## src/rtl/mig_req_ctrl.sv

```systemverilog
// mig_req_ctrl: issues single-beat reads/writes on a MIG app interface and returns tagged read data in order under a credit limit
module mig_req_ctrl #(
  parameter int ADDR_WIDTH = 12,
  parameter int DWIDTH     = 128,
  parameter int TAG_WIDTH  = 4,
  parameter int OUTS_BITS  = 3
) (
  input  logic                  sys_clk,
  input  logic                  sys_rst_n,
  input  logic                  req_valid,
  output logic                  req_ready,
  input  logic                  req_cmd,
  input  logic [ADDR_WIDTH-1:0] req_addr,
  input  logic [DWIDTH-1:0]     req_data,
  input  logic [DWIDTH/8-1:0]   req_mask,
  input  logic [TAG_WIDTH-1:0]  req_tag,
  output logic                  rsp_valid,
  input  logic                  rsp_ready,
  output logic [DWIDTH-1:0]     rsp_data,
  output logic [TAG_WIDTH-1:0]  rsp_tag,
  input  logic                  init_calib_complete,
  output logic [ADDR_WIDTH-1:0] app_addr,
  output logic [2:0]            app_cmd,
  output logic                  app_en,
  input  logic                  app_rdy,
  output logic [DWIDTH-1:0]     app_wdf_data,
  output logic [DWIDTH/8-1:0]   app_wdf_mask,
  output logic                  app_wdf_wren,
  output logic                  app_wdf_end,
  input  logic                  app_wdf_rdy,
  input  logic [DWIDTH-1:0]     app_rd_data,
  input  logic                  app_rd_data_valid,
  input  logic                  app_rd_data_end,
  output logic                  err_unexp_rd
);
  localparam int DEPTH = 1 << OUTS_BITS;
  localparam int CW = OUTS_BITS + 1;
  typedef enum logic [2:0] {S_INIT, S_IDLE, S_RD, S_WR_BOTH, S_WR_CMD, S_WR_DATA} state_t;
  state_t state_q, state_d;
  logic [CW-1:0] credits_q, credits_d;
  logic [TAG_WIDTH-1:0] hold_tag_q, hold_tag_d;
  logic app_en_q, app_en_d, app_wdf_wren_q, app_wdf_wren_d, err_q, err_d;
  logic [2:0] app_cmd_q, app_cmd_d;
  logic [ADDR_WIDTH-1:0] app_addr_q, app_addr_d;
  logic [DWIDTH-1:0] app_wdf_data_q, app_wdf_data_d;
  logic [DWIDTH/8-1:0] app_wdf_mask_q, app_wdf_mask_d;
  logic [TAG_WIDTH-1:0] tag_mem [DEPTH];
  logic [TAG_WIDTH+DWIDTH-1:0] rsp_mem [DEPTH];
  logic [OUTS_BITS-1:0] tag_wr_q, tag_wr_d, tag_rd_q, tag_rd_d, rsp_wr_q, rsp_wr_d, rsp_rd_q, rsp_rd_d;
  logic [CW-1:0] tag_cnt_q, tag_cnt_d, rsp_cnt_q, rsp_cnt_d;
  logic accept, tag_push, rd_hit, rsp_pop;
  logic unused_end;
  assign unused_end = app_rd_data_end;
  assign req_ready = (state_q == S_IDLE) && (credits_q != '0);
  assign accept = req_valid && req_ready;
  assign tag_push = (state_q == S_RD) && app_rdy;
  assign rd_hit = app_rd_data_valid && (tag_cnt_q != '0);
  assign rsp_valid = rsp_cnt_q != '0;
  assign rsp_pop = rsp_valid && rsp_ready;
  assign {rsp_tag, rsp_data} = rsp_valid ? rsp_mem[rsp_rd_q] : '0;
  assign app_en = app_en_q;
  assign app_cmd = app_cmd_q;
  assign app_addr = app_addr_q;
  assign app_wdf_data = app_wdf_data_q;
  assign app_wdf_mask = app_wdf_mask_q;
  assign app_wdf_wren = app_wdf_wren_q;
  assign app_wdf_end = app_wdf_wren_q;
  assign err_unexp_rd = err_q;
  always_comb begin
    state_d = state_q;
    hold_tag_d = hold_tag_q;
    app_en_d = app_en_q;
    app_cmd_d = app_cmd_q;
    app_addr_d = app_addr_q;
    app_wdf_wren_d = app_wdf_wren_q;
    app_wdf_data_d = app_wdf_data_q;
    app_wdf_mask_d = app_wdf_mask_q;
    case (state_q)
      S_INIT: state_d = init_calib_complete ? S_IDLE : S_INIT;
      S_IDLE: if (accept) begin
        state_d = req_cmd ? S_RD : S_WR_BOTH;
        hold_tag_d = req_tag;
        app_en_d = 1'b1;
        app_cmd_d = req_cmd ? 3'b001 : 3'b000;
        app_addr_d = req_addr;
        app_wdf_wren_d = !req_cmd;
        app_wdf_data_d = req_cmd ? app_wdf_data_q : req_data;
        app_wdf_mask_d = req_cmd ? app_wdf_mask_q : req_mask;
      end
      S_RD: if (app_rdy) begin
        state_d = S_IDLE;
        app_en_d = 1'b0;
      end
      S_WR_BOTH: begin
        app_en_d = !app_rdy;
        app_wdf_wren_d = !app_wdf_rdy;
        state_d = (app_rdy && app_wdf_rdy) ? S_IDLE :
                  app_rdy ? S_WR_DATA :
                  app_wdf_rdy ? S_WR_CMD : S_WR_BOTH;
      end
      S_WR_CMD: if (app_rdy) begin
        state_d = S_IDLE;
        app_en_d = 1'b0;
      end
      S_WR_DATA: if (app_wdf_rdy) begin
        state_d = S_IDLE;
        app_wdf_wren_d = 1'b0;
      end
      default: state_d = S_INIT;
    endcase
  end
  // credits cover reserved, in-flight and buffered reads, so the response FIFO cannot overflow
  always_comb begin
    credits_d = credits_q - CW'(accept && req_cmd) + CW'(rsp_pop);
    tag_wr_d = tag_push ? tag_wr_q + 1'b1 : tag_wr_q;
    tag_rd_d = rd_hit ? tag_rd_q + 1'b1 : tag_rd_q;
    tag_cnt_d = tag_cnt_q + CW'(tag_push) - CW'(rd_hit);
    rsp_wr_d = rd_hit ? rsp_wr_q + 1'b1 : rsp_wr_q;
    rsp_rd_d = rsp_pop ? rsp_rd_q + 1'b1 : rsp_rd_q;
    rsp_cnt_d = rsp_cnt_q + CW'(rd_hit) - CW'(rsp_pop);
    err_d = err_q || (app_rd_data_valid && (tag_cnt_q == '0));
  end
  always_ff @(posedge sys_clk or negedge sys_rst_n) begin
    if (!sys_rst_n) begin
      state_q <= S_INIT;
      credits_q <= CW'(DEPTH);
      hold_tag_q <= '0;
      app_en_q <= 1'b0;
      app_cmd_q <= '0;
      app_addr_q <= '0;
      app_wdf_wren_q <= 1'b0;
      app_wdf_data_q <= '0;
      app_wdf_mask_q <= '0;
      tag_wr_q <= '0;
      tag_rd_q <= '0;
      tag_cnt_q <= '0;
      rsp_wr_q <= '0;
      rsp_rd_q <= '0;
      rsp_cnt_q <= '0;
      err_q <= 1'b0;
    end else begin
      state_q <= state_d;
      credits_q <= credits_d;
      hold_tag_q <= hold_tag_d;
      app_en_q <= app_en_d;
      app_cmd_q <= app_cmd_d;
      app_addr_q <= app_addr_d;
      app_wdf_wren_q <= app_wdf_wren_d;
      app_wdf_data_q <= app_wdf_data_d;
      app_wdf_mask_q <= app_wdf_mask_d;
      tag_wr_q <= tag_wr_d;
      tag_rd_q <= tag_rd_d;
      tag_cnt_q <= tag_cnt_d;
      rsp_wr_q <= rsp_wr_d;
      rsp_rd_q <= rsp_rd_d;
      rsp_cnt_q <= rsp_cnt_d;
      err_q <= err_d;
    end
  end
  always_ff @(posedge sys_clk) begin
    if (tag_push) tag_mem[tag_wr_q] <= hold_tag_q;
    if (rd_hit) rsp_mem[rsp_wr_q] <= {tag_mem[tag_rd_q], app_rd_data};
  end
endmodule

```

## config.mk

```make
export PLATFORM = sky130hd
export DESIGN_NAME = mig_req_ctrl
export DESIGN_NICKNAME = d
export VERILOG_FILES = /design/src/rtl/mig_req_ctrl.sv
export SDC_FILE = /design/constraint.sdc
export NUM_CORES = 1
export LEC_CHECK = 0
export BUFFER_PORTS_ARGS = -buffer_cell sky130_fd_sc_hd__buf_2
export CAP_MARGIN = 20
export CORE_UTILIZATION = 57
export DETAILED_ROUTE_END_ITERATION = 6
export PLACE_DENSITY = 0.74
export SKIP_CTS_REPAIR_TIMING = 1
export SYNTH_ARGS = -nofsm -noshare
export SYNTH_HDL_FRONTEND = slang
export SYNTH_SLANG_ARGS = --single-unit
```

## constraint.sdc

```tcl
create_clock -name sys_clk -period 34.9 [get_ports sys_clk]
set_input_delay 3.49 -clock sys_clk [delete_from_list [all_inputs] [get_ports sys_clk]]
set_output_delay 3.49 -clock sys_clk [all_outputs]
set_load 0.01 [all_outputs]
```

==> results of run 1 <==
## layer usage
layer / part of all wire / track usage
met5: 0.0013 / 0
met4: 0.035 / 0.102
met2: 0.53 / 0.442
met1: 0.37 / 0.314
met3: 0.071 / 0.0696
## worst max-delay path: cells and delay by family (launching register included)
family / cells / cell delay [ns]
compound gates: 1 / 0.25
buf+inv: 4 / 1.52
flops: 1 / 0.97
mux: 1 / 0.60
## logic make-up (layout without fill, tap and decap cells)
logic type,Yosys count,in the layout,share of synthesized area
AOI/OAI and AO/OA,159,159,0.0275
xor gates and xnor gates,13,13,0.00235
adders and majority gates,24,24,0.00665
buffers and inverters,140,884,0.0160
DFF,1279,1279,0.772
muxes,438,438,0.169
other,1,31,0.0000773
and+or+nand+nor,59,59,0.00647
## per-stage QoR
| stage | cell area, um^2 | setup slack (ns) |
|---|---|---|
| after floorplan | 48500 | 17.82 |
| after global placement | 52600 | 27.55 |
| after detailed placement | 52600 | 27.50 |
| after CTS | 56900 | 26.71 |
| after global routing | 57000 | 26.85 |
| final | 57000 | 27.22 |
## synthesized netlist by cell type, drive strengths merged (3+ instances only)
library cell | instances | area [um^2]
clkbuf | 40 | 150
nor3 | 6 | 30.0
nor2 | 17 | 80.1
nand2b | 7 | 43.8
inv | 26 | 97.6
xor2 | 4 | 35.0
o21ai | 5 | 25.0
xnor2 | 9 | 78.8
nand2 | 17 | 63.8
mux4 | 272 | 6130
buf | 74 | 531
edfxtp | 1088 | 32700
a21oi | 8 | 40.0
dfrtp | 190 | 4750
fa | 3 | 60.1
ha | 21 | 263
a22o | 132 | 1160
a21o | 7 | 52.6
mux2 | 166 | 2090
## how the worst max path moves through the flow
stage / slack, ns / depth (start not counted) / from / end
final: 27.22 / 6 / rsp_rd_q[0] / rsp_data[45]
after CTS: 26.71 / 5 / rsp_rd_q[0] / rsp_data[39]
after global placement: 27.55 / 5 / rsp_rd_q[0] / rsp_data[39]
after global routing: 26.85 / 6 / rsp_rd_q[0] / rsp_data[45]
after floorplan: 17.82 / 3 / app_rd_data_valid / rsp_mem[0][0]
after detailed placement: 27.50 / 5 / rsp_rd_q[0] / rsp_data[45]
## final cells by class
cell class                      instances  area share
Multi-Input combinational cell        695       0.182
Inverter                               26     0.00171
Timing Repair Buffer                  619      0.0582
Clock buffer                          169      0.0625
Sequential cell                      1279       0.657
Antenna cell                           29     0.00127
Tap cell                             1134      0.0249
Clock inverter                         70      0.0123
## power groups by stage
stage | clock (mW) | sequential (mW) | combinational [mW]
floorplan | 0 | 2.19 | 1.04
global placement | 0 | 2.14 | 1.62
detailed placement | 0 | 2.16 | 1.64
CTS | 1.39 | 2.13 | 1.65
global route | 1.45 | 2.16 | 1.73
finish | 1.37 | 2.13 | 1.63
## sequential cells by signal (all words and copies together), names as in the netlist, 4 cells and up
register	cells
hold_tag_q	4
tag_cnt_q	4
app_addr	12
credits_q	4
app_wdf_data	128
rsp_cnt_q	4
app_wdf_mask	16
tag_mem	32
rsp_mem	1056
==> metrics, run 1 <==
status completed; core footprint 84000 um^2; library cells used by synthesis 44; Synth Instances 2113; Crit-path slowest cell dfrtp_4; GR Overflow Total 0; Initial Util 0.578; Root Driver clkbuf_16; power per cell area 89.9 nW/um^2; Synth Flop Type edfxtp_1; Die Ht 294 um; synthesized flop and latch total 1279; CP Launch Type register; largest net degree at the start of global routing 169; vias in the first global route 25100; Worst-Skew Late Latency 0.73 ns; final setup violation count 0; hold depth 1; DR pass1 iterations 5; Slew HR 0.218; most used cell, CP buf_4; sequential share of power 0.416; register area share after synthesis 0.772; Final Power 5.12 mW; CTS sink count 1279; fin util 0.679; setup TNS 0 ns; reg-to-reg endpoint app_wdf_data[14]; row cnt 106; DP Cell Count 3751; Die Width 294 um; port buffer count 591; switching power 1.59 mW; remaining antenna violation count after routing 0; Layout fillers 5297; reg-to-reg startpoint credits_q[3]; Worst Path Max Fanout 45; crit path capture type output pin; worst hold slack 0.463 ns; final period utilization 0.220; Comb power frac 0.317; HP Start err_unexp_rd; worst-path cell chain buf_4 -> buf_16 -> buf_4 -> mux4_2 -> a22o_1 -> buf_2; vias per inst 5.92; Num CTS Buffers 133; Post-synth EDFFs 1088; largest stage delay on the critical path 0.97 ns; share of cells above drive strength 1 0.441; I/O pin cnt 595; CP arrival 4.19 ns; Max-Cap Viols 0; syn avg cell area 23.0 um^2; die area 86300 um^2; Area Overhead vs Synth 17.5%; Hold EP err_unexp_rd; H-tree levels 4; Post-route DRC 0; share of flip-flops with an asynchronous set or reset 0.149; Final Wtd Congestion 0.874; Clock power frac 0.267; area occupied by multi-input gates 10400 um^2; Layout Cells excl Fill 4021; TritonCTS clock tree done; Setup CP Type register to output pin; Max Slew Vio Count 0; Hold Vio Cnt, Final 0; Final Net Count 3076; Syn Std Cell Area 48500 um^2; initial DRC count 1668; FF/Latch Area 37500 um^2; first-pass GRT wire length 162000 um; initial antenna violation count 53; gr usage total 0.259; WP data required 31.41 ns; clock skew 0.0260 ns; Hold Crit Class register to register; Power Internal 3.53 mW; WL per Instance 27.6 um; worst-case clock buffer depth 3; clock-pin slew on the worst setup and hold paths 0.06 ns; Worst-Margin Slew 1.17 ns; Post-DP HPWL 63600 um; switching share of power 0.311; r2r setup slk 30.60 ns; R2R cell count 8; commonest non-fill, non-tap cell in the layout edfxtp_1; leakage power 20.4 nW; total routed wirelength 111000 um; Max VDD drop 63.3 uV; clock period minus worst slack 7.68 ns; yosys warns 0; Vias 23800; Fmax 130 MHz; RSZ-0062 raised after global routing false; most frequent cells in the layout edfxtp_1, buf_2, mux4_2, dfrtp_1, clkbuf_16
No activity file was read; power rests on OpenSTA's default activity.
==> run 2, diff against run 1 <==
Clock period 34.9 ns to 7.1 ns, I/O delays scaled along.
==> metrics, run 2 (synthesis results as in run 1) <==
final setup violation count 0; leakage power 20.4 nW; Post-DP HPWL 64500 um; clock period minus worst slack 4.43 ns; clock-pin slew on the worst setup and hold paths 0.06 ns; largest net degree at the start of global routing 125; CP Launch Type register; gr usage total 0.256; Max VDD drop 268 uV; WP data required 6.39 ns; reg-to-reg endpoint rsp_mem[5][51]; Max Slew Vio Count 0; crit path capture type output pin; Num CTS Buffers 130; vias in the first global route 25300; Root Driver clkbuf_16; share of cells above drive strength 1 0.443; most frequent cells in the layout edfxtp_1, buf_2, mux4_2, dfrtp_1, a22o_1; Hold Vio Cnt, Final 0; clock skew 0.0242 ns; Final Power 25.0 mW; worst hold slack 0.103 ns; initial DRC count 1917; core footprint 84000 um^2; Fmax 226 MHz; setup ws final 2.67 ns; Post-route DRC 0; reg-to-reg startpoint tag_cnt_q[2]; Max-Cap Viols 0; commonest non-fill, non-tap cell in the layout edfxtp_1; Final Wtd Congestion 0.850; area occupied by multi-input gates 10400 um^2; worst-case clock buffer depth 3; initial antenna violation count 50; setup TNS 0 ns; remaining antenna violation count after routing 0; r2r setup slk 3.21 ns; CP arrival 3.72 ns; Initial Util 0.578; post-route cell area 56900 um^2; Final Net Count 3086; die area 86300 um^2; Hold Crit Class input pin to async pin; final period utilization 0.624; R2R cell count 9; Worst-Skew Late Latency 0.71 ns; status completed; Vias 23900; largest reg by FF count rsp_mem; fin util 0.678; GR Overflow Total 0; port buffer count 591; first-pass GRT wire length 160000 um; Setup CP Type register to output pin; CTS sink count 1279; WL per Instance 27.2 um; max reg flops 1056; Layout Cells excl Fill 4024; row cnt 106; Post-Place Worst Slack 3.19 ns; RSZ-0062 raised after global routing false; Slew HR 0.299; DP Cell Count 3765; Die Width 294 um; power per cell area 439 nW/um^2; Layout fillers 5259; Worst-Margin Slew 1.05 ns; total routed wirelength 110000 um; vias per inst 5.93; DR pass1 iterations 5; Die Ht 294 um; placed inst area 52700 um^2; H-tree levels 4; Worst Path Max Fanout 107; TritonCTS clock tree done; I/O pin cnt 595; Area Overhead vs Synth 17.3%; FF/Latch Area 37500 um^2
[run 2: changes by cell type in the layout (fill, tap and decap cells not counted), sizes merged]
cell / before / now
buf: 618 / 631
bufinv: 8 / 7
clkbuf: 170 / 160
clkinv: 52 / 57
clkinvlp: 7 / 4
diode: 29 / 27
inv: 29 / 30
[run 2: layout make-up]
class,instances,share of cell area
Sequential cell,1279,0.658
Antenna cell,27,0.00119
Multi-Input combinational cell,695,0.183
Inverter,26,0.00171
Tap cell,1134,0.0249
Clock buffer,159,0.0598
Timing Repair Buffer,632,0.0594
Clock inverter,72,0.0124
[run 2: power breakdown]
| part | internal, mW | leakage [nW] | switching [mW] |
|---|---|---|---|
| Sequential | 9.74 | 12.1 | 0.745 |
| Combinational | 3.72 | 6.29 | 4.26 |
| Clock | 3.71 | 2.00 | 2.82 |
| Total | 17.2 | 20.4 | 7.83 |
[run 2: metal layers]
layer  routed length, um  track usage  share of wire
met2               56600        0.433           0.52
met5                 159            0         0.0015
met1               40000        0.311           0.37
met3                8420       0.0674          0.077
met4                4370        0.111          0.040
[run 2: how the worst max path moves through the flow]
stage | slack (ns) | from | end
floorplan | -3.63 | tag_cnt_q[2] | rsp_mem[1][0]
global placement | 3.30 | tag_cnt_q[2] | rsp_mem[5][57]
detailed placement | 3.19 | tag_cnt_q[2] | rsp_mem[5][57]
CTS | 2.54 | rsp_rd_q[0] | rsp_data[22]
global route | 2.46 | rsp_rd_q[0] | rsp_data[32]
finish | 2.67 | rsp_rd_q[0] | rsp_data[51]
[run 2: worst max-delay path, cell delays in order (launching register included)]
cell and delay (ns):
dfrtp_4 1.00, buf_12 0.61, mux4_2 0.62, a22o_1 0.26, buf_2 0.14
